**src/rtl/irq_ctrl.sv**
```systemverilog
// irq_ctrl: interrupt controller that sits in front of the cpu.
// It synchronises 8 IRQ sources and one NMI source, latches pending bits
// (edge or level per bit), and drives active-low IRQ/NMI lines to the cpu.
// The cpu sees four byte registers at BASE_ADDR: STATUS, MASK, MODE, VECTOR.
module irq_ctrl #(
    parameter logic [15:0] BASE_ADDR = 16'hD000,
    parameter int          N_SRC     = 8,
    parameter int          NMI_PULSE = 4
) (
    input  logic        clk,
    input  logic        res,
    input  logic [15:0] add_bus,
    input  logic [7:0]  cpu_dout,
    input  logic        write_en,
    output logic [7:0]  rd_data,
    output logic        rd_hit,
    input  logic [7:0]  irq_src,
    input  logic        nmi_src,
    output logic        irq_n,
    output logic        nmi_n
);

    localparam int             CNT_W       = $clog2(NMI_PULSE + 1);
    localparam logic [8:0]     SRC_ONEHOT  = 9'd1 << N_SRC;
    // Bits at or above N_SRC are permanently zero in pending/mask/mode.
    localparam logic [7:0]     SRC_MASK    = SRC_ONEHOT[7:0] - 8'd1;
    localparam logic [CNT_W-1:0] NMI_LOAD  = CNT_W'(NMI_PULSE);
    localparam logic [CNT_W-1:0] CNT_ZERO  = {CNT_W{1'b0}};

    // Lowest set bit index; scanning downward lets the lowest index win.
    function automatic logic [2:0] lowest_index(input logic [7:0] vec);
        logic [2:0] idx;
        idx = 3'd0;
        for (int i = 7; i >= 0; i--) begin
            if (vec[i]) begin
                idx = 3'(i);
            end else begin
                idx = idx;
            end
        end
        return idx;
    endfunction

    logic [7:0]       irq_s1_r, irq_s2_r, irq_s3_r;
    logic             nmi_s1_r, nmi_s2_r, nmi_s3_r;
    logic [7:0]       pending_r, mask_r, mode_r;
    logic [CNT_W-1:0] nmi_cnt_r;
    logic             irq_n_r, nmi_n_r;

    logic [15:0]      offset_s;
    logic             hit_s, wr_s;
    logic [7:0]       irq_rise_s, masked_s, vector_s, pending_nxt_s;
    logic             nmi_rise_s;
    logic [CNT_W-1:0] nmi_cnt_nxt_s;

    // Address decode: the window may sit at any base, so compare the offset.
    always_comb begin
        offset_s = add_bus - BASE_ADDR;
        hit_s    = (offset_s[15:2] == 14'd0);
        wr_s     = hit_s & write_en;
        rd_hit   = hit_s & ~write_en;
    end

    // Edge detection on the synchronised sources and the derived vector.
    always_comb begin
        irq_rise_s = irq_s2_r & ~irq_s3_r;
        nmi_rise_s = nmi_s2_r & ~nmi_s3_r;
        masked_s   = pending_r & mask_r;
        vector_s   = {(|masked_s), 4'd0, lowest_index(masked_s)};
    end

    // Next pending: edge bits set on rise (beating W1C), level bits follow s2.
    always_comb begin
        pending_nxt_s = pending_r;
        for (int i = 0; i < 8; i++) begin
            if (mode_r[i]) begin
                if (irq_rise_s[i]) begin
                    pending_nxt_s[i] = 1'b1;
                end else if (wr_s && (offset_s[1:0] == 2'd0) && cpu_dout[i]) begin
                    pending_nxt_s[i] = 1'b0;
                end else begin
                    pending_nxt_s[i] = pending_r[i];
                end
            end else begin
                pending_nxt_s[i] = irq_s2_r[i];
            end
        end
        pending_nxt_s = pending_nxt_s & SRC_MASK;
    end

    // NMI pulse counter: a fresh edge (re)loads, otherwise count down to zero.
    always_comb begin
        if (nmi_rise_s) begin
            nmi_cnt_nxt_s = NMI_LOAD;
        end else if (nmi_cnt_r != CNT_ZERO) begin
            nmi_cnt_nxt_s = nmi_cnt_r - {{(CNT_W-1){1'b0}}, 1'b1};
        end else begin
            nmi_cnt_nxt_s = CNT_ZERO;
        end
    end

    // Register read mux; reads are side-effect free.
    always_comb begin
        case (offset_s[1:0])
            2'd0:    rd_data = pending_r;
            2'd1:    rd_data = mask_r;
            2'd2:    rd_data = mode_r;
            2'd3:    rd_data = vector_s;
            default: rd_data = 8'd0;
        endcase
    end

    // Two-stage synchronisers plus a third stage holding the previous s2.
    always_ff @(posedge clk or posedge res) begin
        if (res) begin
            irq_s1_r <= 8'd0;
            irq_s2_r <= 8'd0;
            irq_s3_r <= 8'd0;
            nmi_s1_r <= 1'b0;
            nmi_s2_r <= 1'b0;
            nmi_s3_r <= 1'b0;
        end else begin
            irq_s1_r <= irq_src;
            irq_s2_r <= irq_s1_r;
            irq_s3_r <= irq_s2_r;
            nmi_s1_r <= nmi_src;
            nmi_s2_r <= nmi_s1_r;
            nmi_s3_r <= nmi_s2_r;
        end
    end

    // Pending bits.
    always_ff @(posedge clk or posedge res) begin
        if (res) begin
            pending_r <= 8'd0;
        end else begin
            pending_r <= pending_nxt_s;
        end
    end

    // MASK and MODE registers; VECTOR writes fall through and are ignored.
    always_ff @(posedge clk or posedge res) begin
        if (res) begin
            mask_r <= 8'd0;
            mode_r <= SRC_MASK;
        end else if (wr_s && (offset_s[1:0] == 2'd1)) begin
            mask_r <= cpu_dout & SRC_MASK;
            mode_r <= mode_r;
        end else if (wr_s && (offset_s[1:0] == 2'd2)) begin
            mask_r <= mask_r;
            mode_r <= cpu_dout & SRC_MASK;
        end else begin
            mask_r <= mask_r;
            mode_r <= mode_r;
        end
    end

    // NMI counter state.
    always_ff @(posedge clk or posedge res) begin
        if (res) begin
            nmi_cnt_r <= CNT_ZERO;
        end else begin
            nmi_cnt_r <= nmi_cnt_nxt_s;
        end
    end

    // Registered active-low cpu lines; nmi_n tracks the counter's next value
    // so the line is low for exactly NMI_PULSE cycles after a load.
    always_ff @(posedge clk or posedge res) begin
        if (res) begin
            irq_n_r <= 1'b1;
            nmi_n_r <= 1'b1;
        end else begin
            irq_n_r <= ~(|(pending_r & mask_r));
            nmi_n_r <= (nmi_cnt_nxt_s == CNT_ZERO);
        end
    end

    assign irq_n = irq_n_r;
    assign nmi_n = nmi_n_r;

endmodule

```
**config.mk**
```make
export PLATFORM = sky130hd
export DESIGN_NAME = irq_ctrl
export DESIGN_NICKNAME = d
export VERILOG_FILES = /design/src/rtl/irq_ctrl.sv
export SDC_FILE = /design/constraint.sdc
export NUM_CORES = 1
export LEC_CHECK = 0
export CAP_MARGIN = 5
export CORE_ASPECT_RATIO = 1.5
export CORE_MARGIN = 2
export CORE_UTILIZATION = 45
export DETAILED_ROUTE_END_ITERATION = 16
export GPL_TIMING_DRIVEN = 0
export PLACE_DENSITY_LB_ADDON = 0.05
export SETUP_SLACK_MARGIN = 0.1
export SYNTH_ARGS = -nofsm -noshare
export SYNTH_HDL_FRONTEND = slang
export SYNTH_SLANG_ARGS = --single-unit
```
**constraint.sdc**
```tcl
create_clock -name clk -period 3 [get_ports clk]
set_input_delay 0.3 -clock clk [delete_from_list [all_inputs] [get_ports clk]]
set_output_delay 0.3 -clock clk [all_outputs]
set_load 0.005 [all_outputs]
```
== Word level (Yosys, flattened, before mapping) ==
Cells that the tools add are included.

* Flip-flop bits (word level): 56
* Input bits: 36
* Output and inout bits: 11

* Add/sub/neg operators: 2
* Equal/unequal tests: 11
* Multiplexer cells: 35
* Bitwise logic cells: 10
* Reduce and logical (&&, ||, !) cells: 17

{| class="wikitable"
|+ Operators by type and width
! kind !! count
|-
| one-hot mux 8 bit (4 select lines) || 1
|-
| two-way mux 3 bit || 10
|-
| two-way mux 1 bit || 24
|-
| != test 3 x 1 -> 1 bit, second input constant || 8
|-
| bitwise AND 8 bit || 2
|-
| subtractor 16 bit, second input constant || 1
|-
| logical NOT 14 bit || 1
|-
| logical AND 1 bit || 11
|-
| inverter 8 bit || 1
|-
| OR reduction 8 bit || 1
|-
| == test 2 bit, second input constant || 2
|-
| inverter 1 bit || 4
|-
| bitwise AND 1 bit || 3
|-
| logical NOT 3 bit || 1
|-
| nonzero test 3 bit || 1
|-
| subtractor 3 x 1 -> 3 bit, second input constant || 1
|-
| == test 2 x 1 -> 1 bit, second input constant || 1
|-
| logical NOT 2 bit || 1
|-
| AND reduction 2 bit || 1
|}

== Depth between registers and ports, before layout ==
* Depth after elaboration: 10
* Depth in mapped cells: 6
* Gate-level depth less buffers: 5

== Worst setup path after synthesis ==
OpenSTA, ideal clock, no wires.

* Path kind: input port to flip-flop
* Start point: in add_bus[3]
* End point: reg mask_r[0]
* Setup time: 125 ps
* Data arrival time: 1824 ps
* Data required time: 2875 ps
* Slack: 1051 ps
* Cell stages on the path: 6
* Cells stage by stage: or4_1 -> nor4_4 -> buf_6 -> and2_4 -> buf_12 -> mux2_4

* Cells in the longest elaborated chain, start to end: 4

{| class="wikitable"
|+ RTL lines
! what !! line !! RTL
|-
| from (decl) || 12 || <nowiki>input logic [15:0] add_bus,</nowiki>
|-
| subtractor 16 bit || 58 || <nowiki>offset_s = add_bus - BASE_ADDR;</nowiki>
|-
| logical NOT 14 bit || 59 || <nowiki>hit_s = (offset_s[15:2] == 14'd0);</nowiki>
|-
| bitwise AND 1 bit || 60 || <nowiki>wr_s = hit_s & write_en;</nowiki>
|-
| logical AND 1 bit || 146 || <nowiki>end else if (wr_s && (offset_s[1:0] == 2'd1)) begin</nowiki>
|-
| to (signal assigned) || 147 || <nowiki>mask_r <= cpu_dout & SRC_MASK;</nowiki>
|-
| to (signal assigned) || 150 || <nowiki>mask_r <= mask_r;</nowiki>
|-
| to (signal assigned) || 153 || <nowiki>mask_r <= mask_r;</nowiki>
|-
| to (decl) || 46 || <nowiki>logic [7:0] pending_r, mask_r, mode_r;</nowiki>
|}

Every way passes these cells.
A chain may end at the register's enable or synchronous reset.

== Worst setup path in the final report ==
* Start point: in add_bus[2]
* End point: out rd_hit

* Cells in the longest elaborated chain, start to end: 3

{| class="wikitable"
|+ RTL lines
! what !! line !! RTL
|-
| subtractor 16 bit || 58 ||
|-
| logical NOT 14 bit || 59 ||
|-
| bitwise AND 1 bit || 61 || <nowiki>rd_hit = hit_s & ~write_en;</nowiki>
|-
| to (decl) || 16 || <nowiki>output logic rd_hit,</nowiki>
|}

Every way passes these cells.

==> results.yml <==
pwr:
  vdd_ir_drop_max_mv: 0.446
  power.share.clock_pct: 32.8
  combPwrFrac_pct: 12.1
  p_switching_w: 0.000355
  p_seq_share_pct: 55.1
  p_sw_share_pct: 23.5
  power_w: 0.00151
  power_density_mw_per_mm2: 509
  p_int_w: 0.00115
  p_leak_nw: 1.22
global_routing:
  grt_overflow: 0
  track_usage_pct: 18.4
  grt_pass1_vias: 1696
  grt_start_max_net_pins: 30
  grt_first_pass_wirelength_mm: 8.21
  antenna_found_initial: 0
route:
  ant_nets: 0
  drtPass1Iterations: 5
  routed_wl_mm: 4.73
  drt_iter0_markers: 69
  vias: 1599
  via_per_inst: 5.40
  wl_per_cell_um: 16.0
  drc: 0
finish:
  num_antenna_cells: 0
  design_area_mm2: 0.00296
  drive_above_1_share_pct: 19.1
  utilization_pct: 61.1
  area_growth_pct: 29.7
  fin_cells: 296
  final_nets: 267
  fill_cells: 428
die:
  initial_utilization_pct: 47.1
  die_area_mm2: 0.00567
  io_pins: 47
  row_count: 31
  fp.dieW_um: 62.2
  fp.dieH_um: 91.3
  core_mm2: 0.00485
placed_design:
  postPlaceCellArea_mm2: 0.00285
  place_hpwl_mm: 3.48
  dp.cells: 288
  place.gp.congestion: 0.788
  numPortBuffers: 46
yosys:
  synth_cell_type_count: 38
  yosys_warnings: 0
  synthTopCellsByCount: "dfrtp_1, nand2_1, nand3_1, dfstp_2, a32o_1"
  synth_area_leader_cell: "dfrtp_1"
  postSynthAreaPerCell_um2: 13.1
  yosysMostFrequentCell: "dfrtp_1"
  ys_ff_latch: 56
  ys.flop_type: "dfrtp_1"
  syn_inst: 175
  netlist_top_cells_area: "dfrtp_1, dfstp_2, mux2_4, a32o_1, mux2_2"
  synth_top_area_share_pct: 50.4
  synthArstFlopShare_pct: 100
  syn-cell-area_mm2: 0.00228
  synthesis.nets: 213
  synth-edff-count: 0
  yosysSeqAreaShare_pct: 61.9
critical_path:
  startpoint_type: "input pin"
  reg2reg_depth: 5
  crit_arrival_ps: 2380
  end_kind: "output pin"
  critPathKind: "input pin to output pin"
  cp_max_fo: 2
  worst-endpoint-required_ps: 2700
clock_network:
  cts_buffer_depth: 2
  hold_buffers: 0
  cts_setup_buffers: 0
  clock_latency_ps: 310
  ctsResizeCount: 0
  cts.sinks: 56
  cts_inserted_buffers: 5
  ctsHtreeMaxLevel: 2
  clk_pin_slew_ps: 90
  cts_tree: "yes"
  cts-root-buf: "clkbuf_8"
sta:
  hold_viol_final: 0
  setup_viol: 0
  fmax_mhz: 374
  finClkSkew_ps: 8.62
  period_needed_ps: 2680
  slew_headroom_pct: 47.9
  rsz0062_at_grt: "false"
  tns_ps: 0
  fin_crit_sh_pct: 89.2
  worst_slew_pin_slew_ps: 778
  finalMaxSlewViolations: 0
flow_run:
  drv_cap: 0
hold_path:
  hold_class: "flip-flop to flip-flop"
  min_path_cells: 0
status:
  status: "complete, no violations"
## worst paths after layout
path                       slack (ps)                    end                   start
hold / removal                    360  irq_s2_r[7]$_DFF_PP0_   irq_s1_r[7]$_DFF_PP0_
max in group asynchronous        2000  mode_r[6]$_DFFE_PP1P_                     res
hold reg to reg                   360  irq_s2_r[7]$_DFF_PP0_   irq_s1_r[7]$_DFF_PP0_
setup reg to reg                 1590        nmi_n$_DFF_PP1_  nmi_cnt_r[0]$_DFF_PP0_
setup / recovery                  320                 rd_hit              add_bus[2]
min in group asynchronous         370  irq_s1_r[3]$_DFF_PP0_                     res
## power groups by stage
| stage | combinational (W) | clock (W) | sequential [W] |
|---|---|---|---|
| 2_1_floorplan | 0.0000828 | 0 | 0.000840 |
| 3_3_place_gp | 0.000167 | 0 | 0.000843 |
| 3_5_place_dp | 0.000187 | 0 | 0.000848 |
| 4_1_cts | 0.000187 | 0.000503 | 0.000833 |
| 5_1_grt | 0.000208 | 0.000544 | 0.000841 |
| 6_report | 0.000183 | 0.000495 | 0.000832 |
## cells in the final DEF (no fill, tap or decap), types with 2 or more instances in the layout
master           count
nor3_1               4
inv_1                4
clkbuf_8             5
nor2_1               5
nand3_1             11
a211oi_1             2
a31oi_1              2
ha_1                 2
mux2i_1              5
o21ai_0              8
a22oi_1              3
mux2_4               8
dfrtp_1             46
mux2_2               7
nand2_1             21
a21oi_1              4
dfstp_2             10
a32o_1               9
nor2b_1              2
clkdlybuf4s50_1     46
clkinv_4             2
or4_1                2
buf_12               2
## layout make-up
class,count,area [um^2],share of cell area (%)
Sequential cell,56,1410,47.7
Multi-Input combinational cell,109,806,27.2
Clock buffer,5,68.8,2.32
Timing Repair Buffer,47,480,16.2
Buffer,5,46.3,1.56
Tap cell,66,82.6,2.79
Inverter,5,18.8,0.633
Clock inverter,3,47.5,1.60
## through the flow
| stage | hold WS (ps) | worst slack, ps |
|---|---|---|
| after floorplan | 331 | 1050 |
| after detailed placement | 336 | 325 |
| after CTS | 359 | 303 |
| final | 355 | 325 |
| after global placement | 333 | 302 |
| after global routing | 363 | 201 |
## critical path, cell delays in order
cell	delay [ps]
clkdlybuf4s50_1	400
or4_1	560
or4_1	430
nor3_1	150
clkdlybuf4s50_1	530
## registers in the layout, summed over array words and instances, names as in the netlist
| register | count |
|---|---|
| nmi_s3_r | 1 |
| pending_r | 8 |
| irq_n | 1 |
| mode_r | 8 |
| irq_s1_r | 8 |
| nmi_s2_r | 1 |
| irq_s3_r | 8 |
| nmi_n | 1 |
| irq_s2_r | 8 |
| nmi_s1_r | 1 |
| nmi_cnt_r | 3 |
| mask_r | 8 |
## cell families after synthesis
logic type	Yosys count	synth area share, %
flops	56	61.9
simple gates	54	12.5
compound gates	33	10.8
mux	20	10.9
buf+inv	10	2.85
fa+ha+maj	2	1.10
## per-layer routing
metal  part of all wire (%)  vias to the layer above  wire length, um  GRT usage (%)
met2                     54                       54             2540           33.1
met5                      0                        -                0              0
met4                    1.1                        0               51           4.81
met1                     40                      795             1870           22.0
li1                       -                      743                -              -
met3                    5.5                        7              260           4.58
Note: power is estimated with default switching activity, not from simulation.
